`src/rtl/erasable_cycle_sequencer.sv`:
```
// ---------------------------------------------------------------------------
// erasable_cycle_sequencer
//
// Purpose:
//   Steps through the 12 time pulses of a memory cycle time (MCT) and shares
//   the erasable array between the instruction sequencer (CPU) and the
//   counter-increment logic (CNT).
//
//   At the TP12 -> TP1 boundary, one requester is chosen (or the MCT stays
//   idle). Its address is latched for the whole MCT. The block then produces
//   one-hot X/Y driver enables and read/sense/rewrite/clear strobes at fixed
//   time pulses.
//
//   CNT normally wins. A pending CPU request is served once CNT has taken
//   CNT_LIMIT consecutive MCTs.
//
// Parameters:
//   CNT_LIMIT  max consecutive CNT grants while CPU_REQ pends (1..15)
//
// Ports:
//   CLOCK      system clock, rising edge
//   rst_       synchronous reset, active low
//   TICK       one-clock pulse, advance to the next time pulse
//   GOJAM      synchronous abort, active high (same effect as reset)
//   SBY        standby, no new grants
//   CPU_REQ    CPU access request (level)
//   CPU_ADDR   CPU erasable address
//   CNT_REQ    counter-increment request (level)
//   CNT_ADDR   counter address
//   CPU_GNT    one-clock CPU grant pulse (on the clock TP becomes 1)
//   CNT_GNT    one-clock CNT grant pulse (on the clock TP becomes 1)
//   TP         current time pulse, 1..12
//   BUSY       current MCT carries a granted access
//   XB_E       one-hot X-bottom enable, addr[2:0]
//   XT_E       one-hot X-top enable, addr[5:3]
//   YB_E       one-hot Y-bottom enable, addr[7:6]
//   REXY       read (reset) drive strobe, TP3
//   SBE        sense strobe, TP5..6
//   WEXY       rewrite drive strobe, TP9..10
//   CLRSA      sense-amp/buffer clear, TP12
// ---------------------------------------------------------------------------
module erasable_cycle_sequencer #(
   parameter int CNT_LIMIT = 4
) (
   input  logic       CLOCK,
   input  logic       rst_,
   input  logic       TICK,
   input  logic       GOJAM,
   input  logic       SBY,
   input  logic       CPU_REQ,
   input  logic [7:0] CPU_ADDR,
   input  logic       CNT_REQ,
   input  logic [7:0] CNT_ADDR,
   output logic       CPU_GNT,
   output logic       CNT_GNT,
   output logic [3:0] TP,
   output logic       BUSY,
   output logic [7:0] XB_E,
   output logic [7:0] XT_E,
   output logic [3:0] YB_E,
   output logic       REXY,
   output logic       SBE,
   output logic       WEXY,
   output logic       CLRSA
);

   // Who owns the current MCT; BUSY is simply "owner is not idle".
   typedef enum logic [1:0] {
      OWN_IDLE = 2'd0,
      OWN_CPU  = 2'd1,
      OWN_CNT  = 2'd2
   } owner_t;

   localparam logic [3:0] LIMIT    = 4'(CNT_LIMIT);
   localparam logic [3:0] TP_FIRST = 4'd1;
   localparam logic [3:0] TP_LAST  = 4'd12;

   owner_t     owner_q, owner_d;
   logic [3:0] tp_q,     tp_d;
   logic [3:0] streak_q, streak_d;
   logic [7:0] addr_q,   addr_d;

   logic       cpu_gnt_d, cnt_gnt_d;
   logic       busy_d;
   logic       drive_win_d;
   logic [7:0] xb_d, xt_d;
   logic [3:0] yb_d;
   logic       rexy_d, sbe_d, wexy_d, clrsa_d;

   // Saturating streak increment: the counter parks at the limit so a long
   // CNT burst cannot wrap and starve the CPU.
   function automatic logic [3:0] streak_inc(input logic [3:0] v);
      if (v >= LIMIT) begin
         return LIMIT;
      end
      return v + 4'd1;
   endfunction

   function automatic logic [7:0] onehot8(input logic [2:0] sel);
      return 8'b0000_0001 << sel;
   endfunction

   function automatic logic [3:0] onehot4(input logic [1:0] sel);
      return 4'b0001 << sel;
   endfunction

   // TP12 is the arbitration point. Any out-of-range value (0, 13..15) is
   // also treated as end-of-MCT, so a corrupted counter recovers in one step.
   function automatic logic at_mct_end(input logic [3:0] t);
      return (t >= TP_LAST) || (t == 4'd0);
   endfunction

   // ---- next-state: time pulse, arbitration, address latch ----
   always_comb begin
      owner_d   = owner_q;
      tp_d      = tp_q;
      streak_d  = streak_q;
      addr_d    = addr_q;
      cpu_gnt_d = 1'b0;
      cnt_gnt_d = 1'b0;

      if (GOJAM) begin
         owner_d  = OWN_IDLE;
         tp_d     = TP_LAST;
         streak_d = 4'd0;
         addr_d   = 8'd0;
      end else if (TICK) begin
         if (at_mct_end(tp_q)) begin
            tp_d = TP_FIRST;
            if (SBY) begin
               owner_d  = OWN_IDLE;
               streak_d = 4'd0;
            end else if (CNT_REQ && !(CPU_REQ && (streak_q == LIMIT))) begin
               owner_d   = OWN_CNT;
               addr_d    = CNT_ADDR;
               streak_d  = streak_inc(streak_q);
               cnt_gnt_d = 1'b1;
            end else if (CPU_REQ) begin
               owner_d   = OWN_CPU;
               addr_d    = CPU_ADDR;
               streak_d  = 4'd0;
               cpu_gnt_d = 1'b1;
            end else begin
               owner_d  = OWN_IDLE;
               streak_d = 4'd0;
            end
         end else begin
            tp_d = tp_q + 4'd1;
         end
      end
   end

   // ---- output decode from next state ----
   // Enables and strobes are decoded from the next-state values. They are
   // then registered, so they change on the same edge as TP.
   // The enable window TP2..11 encloses every strobe (TP3, TP5..6, TP9..10),
   // so the enables are stable whenever a strobe is high.
   always_comb begin
      busy_d      = (owner_d != OWN_IDLE);
      drive_win_d = busy_d && (tp_d >= 4'd2) && (tp_d <= 4'd11);
      xb_d        = drive_win_d ? onehot8(addr_d[2:0]) : 8'd0;
      xt_d        = drive_win_d ? onehot8(addr_d[5:3]) : 8'd0;
      yb_d        = drive_win_d ? onehot4(addr_d[7:6]) : 4'd0;
      rexy_d      = busy_d && (tp_d == 4'd3);
      sbe_d       = busy_d && ((tp_d == 4'd5) || (tp_d == 4'd6));
      wexy_d      = busy_d && ((tp_d == 4'd9) || (tp_d == 4'd10));
      clrsa_d     = busy_d && (tp_d == TP_LAST);
   end

   // ---- state and output registers ----
   always_ff @(posedge CLOCK) begin
      if (!rst_) begin
         owner_q  <= OWN_IDLE;
         tp_q     <= TP_LAST;
         streak_q <= 4'd0;
         addr_q   <= 8'd0;
         CPU_GNT  <= 1'b0;
         CNT_GNT  <= 1'b0;
         TP       <= TP_LAST;
         BUSY     <= 1'b0;
         XB_E     <= 8'd0;
         XT_E     <= 8'd0;
         YB_E     <= 4'd0;
         REXY     <= 1'b0;
         SBE      <= 1'b0;
         WEXY     <= 1'b0;
         CLRSA    <= 1'b0;
      end else begin
         owner_q  <= owner_d;
         tp_q     <= tp_d;
         streak_q <= streak_d;
         addr_q   <= addr_d;
         CPU_GNT  <= cpu_gnt_d;
         CNT_GNT  <= cnt_gnt_d;
         TP       <= tp_d;
         BUSY     <= busy_d;
         XB_E     <= xb_d;
         XT_E     <= xt_d;
         YB_E     <= yb_d;
         REXY     <= rexy_d;
         SBE      <= sbe_d;
         WEXY     <= wexy_d;
         CLRSA    <= clrsa_d;
      end
   end

endmodule

```
`config.mk`:
```
export PLATFORM = sky130hd
export DESIGN_NAME = erasable_cycle_sequencer
export DESIGN_NICKNAME = d
export VERILOG_FILES = /design/src/rtl/erasable_cycle_sequencer.sv
export SDC_FILE = /design/constraint.sdc
export NUM_CORES = 1
export LEC_CHECK = 0
export CORE_ASPECT_RATIO = 1.5
export CORE_UTILIZATION = 60
export DETAILED_ROUTE_END_ITERATION = 16
export DONT_BUFFER_PORTS = 1
export PLACE_DENSITY = 0.78
export SLEW_MARGIN = 10
export SYNTH_ARGS = -nofsm -noshare
export SYNTH_HDL_FRONTEND = slang
export SYNTH_SLANG_ARGS = --single-unit
export TNS_END_PERCENT = 50
```
`constraint.sdc`:
```
create_clock -name CLOCK -period 4.75 [get_ports CLOCK]
set_clock_uncertainty 0.15 [all_clocks]
set_input_delay 0.95 -clock CLOCK [delete_from_list [all_inputs] [get_ports CLOCK]]
set_output_delay 0.95 -clock CLOCK [all_outputs]
set_load 0.05 [all_outputs]
```
=== Word-level counts from Yosys, hierarchy flattened ===
Index checks and enable logic that the tools add are counted.

* Reduce and logical (&&, ||, !) cells: 19
* Shifts and indexed selects: 3
* Divide/modulo/power cells: 0
* Equality and inequality tests: 7
* Multipliers: 0
* $add $sub $neg: 2
* Order comparisons: 4
* Multiplexer cells: 27
* Bitwise logic cells: 3

{| class="wikitable"
|+ Operators by type and width
! operator !! count
|-
| 8-bit two-way mux || 6
|-
| 4-bit two-way mux || 7
|-
| 1-bit by 3-bit << shifter with 8-bit output, first input constant || 2
|-
| 4-bit by 3-bit equality test with 1-bit output, second input constant || 3
|-
| 4-bit equality test, second input constant || 3
|-
| 2-bit two-way mux || 5
|-
| 1-bit two-way mux || 9
|-
| 4-bit by 1-bit adder with 4-bit output, second input constant || 2
|-
| 1-bit logical AND || 8
|-
| 6-bit OR reduction || 1
|-
| 5-bit OR reduction || 1
|-
| 4-bit by 2-bit equality test with 1-bit output, second input constant || 1
|-
| 4-bit by 2-bit greater-or-equal comparator with 1-bit output, second input constant || 1
|-
| 4-bit by 3-bit greater-or-equal comparator with 1-bit output, second input constant || 1
|-
| 4-bit greater-or-equal comparator, second input constant || 1
|-
| 4-bit <= comparator, second input constant || 1
|-
| 4-bit logical NOT || 1
|-
| 2-bit AND reduction || 2
|-
| 1-bit by 2-bit << shifter with 4-bit output, first input constant || 1
|-
| 1-bit logical OR || 3
|-
| 1-bit inverter || 3
|-
| 2-bit nonzero test || 1
|-
| 2-bit OR reduction || 1
|-
| 1-bit logical NOT || 1
|}

* Memories: 0
* Latch bits: 0
* Logic and storage cells: 79
* Bits in writable memories: 0
* Memory bits (read-only): 0
* Output and inout port bits: 31
* Bits in registers: 45
* Input port bits: 23

=== Logic depth before layout (Yosys ltp) ===
Gate-level depths: netlist of the first run.

* Word-level depth: 13
* Mapped depth: 8
* Mapped depth without buffers: 7

=== Least setup slack after synthesis of the first run ===
OpenSTA, ideal clock, no wires.

* Path kind: register to register
* From: register tp_q[0]
* To: register XT_E[5]
* Arrival: 2316 ps
* Clock period less this slack: 2601 ps
* Buffers on the path: 0
* Data required time: 4465 ps
* Cell stages (with the launch flop): 8
* Slack: 2149 ps
* Library setup time: 135 ps
* Path through: dfxtp_1 > inv_1 > ha_1 > or3b_4 > a2111o_4 > o32ai_4 > nand2b_1 > nor3_1

* Longest elaborated chain between the ends: 9
* Elaborated cells between the ends (all ways): 20
* Classes of those cells: add/sub (1); order compare (3); shift (1); mux (9); reduce/logical (6)

{| class="wikitable"
|+ RTL lines
! item !! line !! RTL
|-
| from (decl) || 79 || <nowiki>logic [3:0] tp_q, tp_d;</nowiki>
|-
| from (signal assigned) || 190 || <nowiki>tp_q <= tp_d;</nowiki>
|-
| 4-bit greater-or-equal comparator or 4-bit logical NOT (tied branches) || 110 || <nowiki>return (t >= TP_LAST) || (t == 4'd0);</nowiki>
|-
| 1-bit logical OR || 110 ||
|-
| 4-bit two-way mux or 2-bit two-way mux (tied branches) || 128 || <nowiki>if (at_mct_end(tp_q)) begin</nowiki>
|-
| 4-bit two-way mux or 2-bit two-way mux (tied branches) || 127 || <nowiki>end else if (TICK) begin</nowiki>
|-
| 4-bit two-way mux or 2-bit two-way mux (tied branches) || 122 || <nowiki>if (GOJAM) begin</nowiki>
|-
| 4-bit by 2-bit greater-or-equal comparator with 1-bit output or 2-bit nonzero test (tied branches) || 160, 159 ||
|-
| 1-bit logical AND (2 in series) || 160 || <nowiki>drive_win_d = busy_d && (tp_d >= 4'd2) && (tp_d <= 4'd11);</nowiki>
|-
| 2-bit AND reduction (no line) || n/a ||
|-
| to (signal assigned) || 198 || <nowiki>XT_E <= xt_d;</nowiki>
|-
| to (decl) || 59 || <nowiki>output logic [7:0] XT_E,</nowiki>
|}

Several ways; a longest one is shown, not always the timed one.
A chain may end at the register's enable or synchronous reset.

=== Worst setup path in the final report of the first run ===
* From: register tp_q[0]
* To: register XT_E[0]

Same word-level chain as after synthesis.

==> impl_metrics.env, run 1 <==
export IMPL_outcome="completed"
export IMPL_cts_inserted_buffers=5
export IMPL_clk_path_buf_depth=2
export IMPL_antenna_found_initial=0
export IMPL_hold_buffers=0
export IMPL_seq_area_frac_synth_pct=46.9
export IMPL_insertion_delay_ps=300
export IMPL_synth_top_area_cell="dfxtp_1"
export IMPL_fp_dieH_um=71.3
export IMPL_period_needed_ps=2940
export IMPL_slew_headroom_pct=54.4
export IMPL_yosys_top_cells_count="45 x dfxtp_1, 18 x nor3_1, 16 x nand2_1, 12 x nor2_1, 8 x o21ai_0"
export IMPL_ys_flop_type="dfxtp_1"
export IMPL_syn2layout_area_growth_pct=6.19
export IMPL_crit_path_end_kind="flop"
export IMPL_async_flop_share_pct=0
export IMPL_ios=54
export IMPL_cts_tree="yes"
export IMPL_period_share_pct=62.0
export IMPL_htree_levels=2
export IMPL_avgSynthCellArea_um2=10.0
export IMPL_final_cells=233
export IMPL_swShare_pct=23.4
export IMPL_combinationalPowerShare_pct=7.7
export IMPL_postCtsSetupBuffers=0
export IMPL_initial_utilization_pct=64.6
export IMPL_p_total_mw=0.726
export IMPL_yosys_warnings=0
export IMPL_cts_resized=0
export IMPL_ant_nets=0
export IMPL_dp_cells=226
export IMPL_grt_pass1_wl_um=6240
export IMPL_worstPathArrival_ps=2990
export IMPL_routed_wl_um=3880
export IMPL_synthDominantCellAreaShare_pct=46.9
export IMPL_wl_per_cell_um=16.7
export IMPL_coreArea_um2=2970
export IMPL_worstMarginPinSlew_ps=683
export IMPL_power_frac_clock_pct=37.9
export IMPL_final_nets=221
export IMPL_worstSetupPathType="flop to flop"
export IMPL_hold_viol_final=0
export IMPL_rsz0062_at_grt="no"
export IMPL_netlist_area_um2=1920
export IMPL_crit_slowest_cell="dfxtp_1"
export IMPL_grt_total_usage_pct=25.6
export IMPL_powerDensity_nw_per_um2=356
export IMPL_synth_edf_count=0
export IMPL_p_switching_mw=0.170
export IMPL_num_vias=1449
export IMPL_power_frac_seq_pct=54.4
export IMPL_dieArea_um2=3430
export IMPL_drv_slew=0
export IMPL_synth_area_leaders="dfxtp_1 47%, nor3_1 4.7%, nand2_1 3.1%"
export IMPL_cp_max_fo=12
export IMPL_grt_max_degree=14
export IMPL_avgViaCountPerCell=6.22
export IMPL_syn_nets=219
export IMPL_drt_iter0_drc=25
export IMPL_holdWs_ps=356
export IMPL_drive_above_1_share_pct=11.9
export IMPL_vdd_drop_max_uv=216
export IMPL_grt_pass1_vias=1402
export IMPL_routabilityCongestion=0.810
export IMPL_tns_ps=0
export IMPL_rows=24
export IMPL_dr_pass1_iters=4
export IMPL_cts_root_buf="clkbuf_8"
export IMPL_route_detailed_drc=0
export IMPL_num_antenna_cells=0
export IMPL_max_freq_mhz=340
export IMPL_critPathLaunchType="flop"
export IMPL_dp_hpwl_um=2940
export IMPL_p_int_mw=0.556
export IMPL_setup_viol=0
export IMPL_synth_distinct_cells=48
export IMPL_ys_ff_latch=45
export IMPL_maxCapViolations=0
export IMPL_die_width_um=48.2
export IMPL_syn_instance_count=192
export IMPL_io_buffers=0
export IMPL_cts_num_sinks=45
export IMPL_grt_ovfl_total=0
export IMPL_hp_class="flop to flop"
export IMPL_worstPathRequired_ps=4800
export IMPL_path_clk_slew_ps=80
export IMPL_path_cells="inv_1, ha_1, nor3b_1, o21ai_2, mux2_2, nand3_1, and3b_1"
export IMPL_slowest_delay_ps=690
export IMPL_yosysMostFrequentCell="dfxtp_1"
export IMPL_leakage_nw=0.738
## final cells by class
| class | count | area [um^2] |
|---|---|---|
| Multi-Input combinational cell | 135 | 958 |
| Fill cell | 236 | 935 |
| Sequential cell | 45 | 901 |
| Clock buffer | 5 | 68.8 |
| Tap cell | 39 | 48.8 |
| Clock inverter | 2 | 35.0 |
| Inverter | 7 | 26.3 |
## kinds of logic (layout without fill, tap and decap cells)
group	count (synthesis)	in the layout	share of synthesized area, %
simple gates	88	88	26.6
xor+xnor	1	1	0.456
fa+ha+maj	4	4	2.61
mux	5	5	2.74
buf+inv	12	14	3.13
flops	45	45	46.9
compound gates	37	37	17.5
## power by group through the flow
stage | clock, mW | sequential [mW] | combinational [mW]
after floorplan | 0 | 0.403 | 0.0503
after detailed placement | 0 | 0.404 | 0.0551
after CTS | 0.278 | 0.395 | 0.0553
after global routing | 0.292 | 0.395 | 0.0614
after global placement | 0 | 0.403 | 0.0532
final | 0.275 | 0.395 | 0.0559
## final timing paths
| check | start | endpoint | slack, ps | cells after the start |
|---|---|---|---|---|
| worst min-delay path | streak_q[2]$_SDFFE_PP0P_ | streak_q[2]$_SDFFE_PP0P_ | 360 | 2 |
| worst max-delay path | tp_q[0]$_SDFF_PN0_ | XT_E[0]$_SDFF_PP0_ | 1810 | 7 |
| worst min register to register | streak_q[2]$_SDFFE_PP0P_ | streak_q[2]$_SDFFE_PP0P_ | 360 | 2 |
| worst max register to register | tp_q[0]$_SDFF_PN0_ | XT_E[0]$_SDFF_PP0_ | 1810 | 7 |
## cells in the final DEF (no fill, tap or decap), types with 2 or more instances in the layout
cell type  netlist  layout
nor4_1           3       3
o31a_1           2       2
mux2_2           2       2
a211oi_1         2       2
mux2i_1          3       3
nand2b_1         4       4
nor3_1          18      18
dfxtp_1         45      45
a221oi_1         4       4
nand2_1         16      16
a21oi_1          3       3
o21ai_0          8       8
o32ai_4          2       2
ha_1             4       4
clkbuf_8         0       5
and2_2           2       2
nor3b_1          5       5
nor2b_1          4       4
inv_1            7       7
nor2_1          12      12
nand4b_1         2       2
nor3b_2          3       3
o22ai_1          4       4
and3b_1          3       3
and2_1           7       7
nand3_1          2       2
## through the flow
| step | area [um^2] | setup slack (ps) | utilization (%) |
|---|---|---|---|
| after floorplan | 1920 | 2150 | - |
| after global placement | 1930 | 1930 | 65.1 |
| after detailed placement | 1930 | 1830 | 65.1 |
| after CTS | 2040 | 1810 | 68.6 |
| after global routing | 2040 | 1590 | 68.6 |
| final | 2040 | 1810 | 68.6 |
## routing by layer
layer | track usage, % | part of all wire, % | wire length, um | up-vias
met5 | 0 | 0 | 0 | -
met4 | 11.7 | 2.4 | 93 | 0
met3 | 8.56 | 5.3 | 206 | 9
met2 | 41.6 | 54 | 2080 | 45
met1 | 28.6 | 39 | 1500 | 696
li1 | - | - | - | 699
## worst max-delay path, delay by kind of cell, from the launching register on
family                   cells  cell delay [ps]
buffers and inverters        1              180
multiplexers                 1              440
adder cells (fa/ha/maj)      1              260
AND/OR/NAND/NOR              3              760
flip-flops                   1              690
AO/OA/AOI/OAI                1              360
## flip-flops by register name (all words and copies together) (netlist names), 2 cells and up
signal    cells
XB_E          8
XT_E          8
addr_q        8
YB_E          4
streak_q      4
tp_q          4
owner_q       2
No activity file was read; power rests on OpenSTA's default activity.
==> run 2, diff against run 1 <==
--- a/config.mk
+++ b/config.mk
@@ -5,6 +5,7 @@
 export SDC_FILE = /design/constraint.sdc
 export NUM_CORES = 1
 export LEC_CHECK = 0
+export ABC_AREA = 1
 export CORE_ASPECT_RATIO = 1.5
 export CORE_UTILIZATION = 60
 export DETAILED_ROUTE_END_ITERATION = 16
==> constraint.sdc (replaced) <==
create_clock -name CLOCK -period 2.9 [get_ports CLOCK]
set_clock_uncertainty 0.15 [all_clocks]
set_input_delay 0.58 -clock CLOCK [delete_from_list [all_inputs] [get_ports CLOCK]]
set_output_delay 0.58 -clock CLOCK [all_outputs]
set_load 0.05 [all_outputs]
==> run 2 against run 1 <==
- core utilization grew 2.6 points
- cell count grew 32%
- first-iteration DRC count grew 60%
- via count grew 8.8%
- sequential share of layout area shrank 1.6 points
- power grew 72%
- global-route usage shrank 0.30 points
- maximum frequency grew 38%
- combinational power grew 110%
- clock-buffer cell count grew 1
- critical path type unchanged
==> impl_metrics.env, run 2 <==
export IMPL_whs_endpoint="tp_q[2]$_SDFF_PN1_"
export IMPL_cts_resized=0
export IMPL_max_freq_mhz=468
export IMPL_grt_ovfl_total=0
export IMPL_routabilityCongestion=0.839
export IMPL_antenna_found_initial=0
export IMPL_postCtsSetupBuffers=0
export IMPL_hold_buffers=0
export IMPL_fin_ws_ps=765
export IMPL_initial_utilization_pct=65.1
export IMPL_routed_wl_um=4070
export IMPL_worstMarginPinSlew_ps=510
export IMPL_num_antenna_cells=0
export IMPL_synthDominantCellAreaShare_pct=46.6
export IMPL_cts_root_buf="clkbuf_8"
export IMPL_vdd_drop_max_uv=407
export IMPL_syn2layout_area_growth_pct=9.31
export IMPL_synth_area_leaders="dfxtp_1 47%, nor2_1 11%, nand2_1 9.3%"
export IMPL_reg2reg_to="XB_E[4]$_SDFF_PN0_"
export IMPL_grt_pass1_vias=1533
export IMPL_synth_top_area_cell="dfxtp_1"
export IMPL_grt_max_degree=15
export IMPL_cp_max_fo=14
export IMPL_netlist_area_um2=1930
export IMPL_dp_hpwl_um=3120
export IMPL_synth_compound_area_share_pct=5.05
export IMPL_async_flop_share_pct=0
export IMPL_placed_area_um2=1990
export IMPL_leakage_nw=1.01
export IMPL_slew_headroom_pct=66.0
export IMPL_min_from="rst_"
export IMPL_holdWs_ps=195
export IMPL_syn_instance_count=259
export IMPL_outcome="completed"
export IMPL_holdPathStages=1
export IMPL_gr_max_usage_layer="met2"
export IMPL_drt_iter0_drc=40
export IMPL_coreArea_um2=2970
export IMPL_worstPathRequired_ps=2980
export IMPL_combinationalPowerShare_pct=9.5
export IMPL_final_common_cell="nor2_1"
export IMPL_yosysMostFrequentCell="nor2_1"
export IMPL_synth_edf_count=0
export IMPL_dr_pass1_iters=4
export IMPL_powerDensity_nw_per_um2=590
export IMPL_hold_viol_final=0
export IMPL_num_vias=1576
export IMPL_p_int_mw=0.939
export IMPL_r2r_slack_ps=770
export IMPL_yosys_warnings=0
export IMPL_period_share_pct=73.6
export IMPL_reg2reg_depth=12
export IMPL_met1_usage_pct=25.7
export IMPL_maxCapViolations=0
export IMPL_synth_distinct_cells=23
export IMPL_critPathLaunchType="flop"
export IMPL_yosys_top_cells_count="57 x nor2_1, 48 x nand2_1, 45 x dfxtp_1, 35 x inv_1, 18 x nand3_1"
export IMPL_io_buffers=0
export IMPL_hp_class="input pin to flop"
export IMPL_cts_inserted_buffers=5
export IMPL_wl_per_cell_um=13.3
export IMPL_synthAdderAreaFrac_pct=2.59
export IMPL_setup_viol=0
export IMPL_worstSetupPathType="flop to flop"
export IMPL_route_detailed_drc=0
export IMPL_crit_path_end_kind="flop"
export IMPL_yosys_area_share_simple_pct=37.1
export IMPL_swShare_pct=24.7
export IMPL_ys_ff_latch=45
export IMPL_power_frac_clock_pct=39.3
export IMPL_syn_nets=286
export IMPL_cts_tree="yes"
export IMPL_worstPathArrival_ps=2220
export IMPL_final_nets=294
export IMPL_r2r_start="tp_q[0]$_SDFF_PN0_"
export IMPL_use_met2_pct=45.5
export IMPL_grt_use_met3_pct=8.70
export IMPL_power_frac_seq_pct=51.2
export IMPL_cts_num_sinks=45
export IMPL_path_clk_slew_ps=80
export IMPL_p_total_mw=1.25
export IMPL_die_width_um=48.4
export IMPL_avgViaCountPerCell=5.13
export IMPL_ant_nets=0
export IMPL_ys_flop_type="dfxtp_1"
export IMPL_synth_top_family_by_area="simple AND/OR/NAND/NOR gates"
export IMPL_avgSynthCellArea_um2=7.47
export IMPL_grt_pass1_wl_um=6640
export IMPL_htree_levels=2
export IMPL_final_cell_mix="57 x nor2_1, 48 x nand2_1, 45 x dfxtp_1"
export IMPL_drv_slew=0
export IMPL_tns_ps=0
export IMPL_clk_path_buf_depth=2
export IMPL_grt_total_usage_pct=25.3
export IMPL_insertion_delay_ps=300
export IMPL_dieArea_um2=3460
export IMPL_ios=54
export IMPL_seq_area_frac_synth_pct=46.6
export IMPL_muxShareOfSynthArea_pct=0.517
export IMPL_fp_dieH_um=71.5
export IMPL_drive_above_1_share_pct=12.7
export IMPL_dp_slack_ps=718
export IMPL_synth_xor_area_share_pct=0.453
export IMPL_rsz0062_at_grt="no"
export IMPL_period_needed_ps=2130
export IMPL_largestRegisters="XB_E: 8 flops, XT_E: 8 flops, addr_q: 8 flops"
export IMPL_fin_area_um2=2110
export IMPL_rows=24
export IMPL_p_switching_mw=0.308
[run 2: changes by cell type in the layout (fill, tap and decap cells not counted), sizes merged, moves of 9 or more]
cell / change
and2: -9
inv: +28
nand2: +44
nand3: +18
nor2: +50
nor3: -13
[run 2: final cells by class]
type                    instances  area [um^2]
clock buffers                   6         82.6
clock inverters                 2         37.5
fillers                       253          858
inverters                      35          131
multi-input cells             176          883
flip-flops and latches         45          901
well taps                      39         48.8
repair buffers                  4         30.0
[run 2: through the flow]
stage               std cells  utilization (%)
floorplan                 259                -
global placement          299             67.1
detailed placement        299             67.1
CTS                       307             71.1
global route              307             71.1
finish                    307             71.1
[run 2: critical path, cell delays in order (launching register included)]
cell     delay [ps]
dfxtp_1         350
inv_1            70
ha_1            130
nand2_1          60
nand2_2          80
nand3_2         250
nor2_2          290
nand2_2         100
nand2_2         100
nor2_4           70
nor2_8          220
nand2_4          80
nor2_1          120
[run 2: logic make-up (layout without fill, tap and decap cells)]
kind of cell	after synthesis	count (layout)
mux	1	1
fa+ha+maj	4	4
flops	45	45
simple gates	153	153
compound gates	17	17
buf+inv	38	47
xor+xnor	1	1
[run 2: per-layer routing]
metal / wire length (um) / up-vias
li1: - / 813
met1: 1600 / 712
met2: 2110 / 45
met3: 283 / 6
met4: 72 / 0
met5: 0 / -
[run 2: how the worst max path moves through the flow]
stage                                  start                  to  slack [ps]  cells past startpoint
final                     tp_q[0]$_SDFF_PN0_  XB_E[4]$_SDFF_PN0_         770                     12
after global routing      tp_q[0]$_SDFF_PN0_  XB_E[4]$_SDFF_PN0_         530                     12
after CTS                 tp_q[0]$_SDFF_PN0_  XB_E[4]$_SDFF_PN0_         740                     12
after detailed placement                rst_  XB_E[4]$_SDFF_PN0_         720                      8
after global placement                  rst_  XB_E[4]$_SDFF_PN0_         690                      8
after floorplan           tp_q[0]$_SDFF_PN0_  XB_E[2]$_SDFF_PP0_         740                     12
[run 2: power groups by stage]
| stage | sequential (mW) | combinational [mW] | clock (mW) |
|---|---|---|---|
| 5_1_grt | 0.639 | 0.132 | 0.520 |
| 6_report | 0.638 | 0.118 | 0.491 |
| 4_1_cts | 0.638 | 0.118 | 0.497 |
| 3_5_place_dp | 0.653 | 0.117 | 0 |
| 2_1_floorplan | 0.660 | 0.0893 | 0 |
| 3_3_place_gp | 0.652 | 0.116 | 0 |
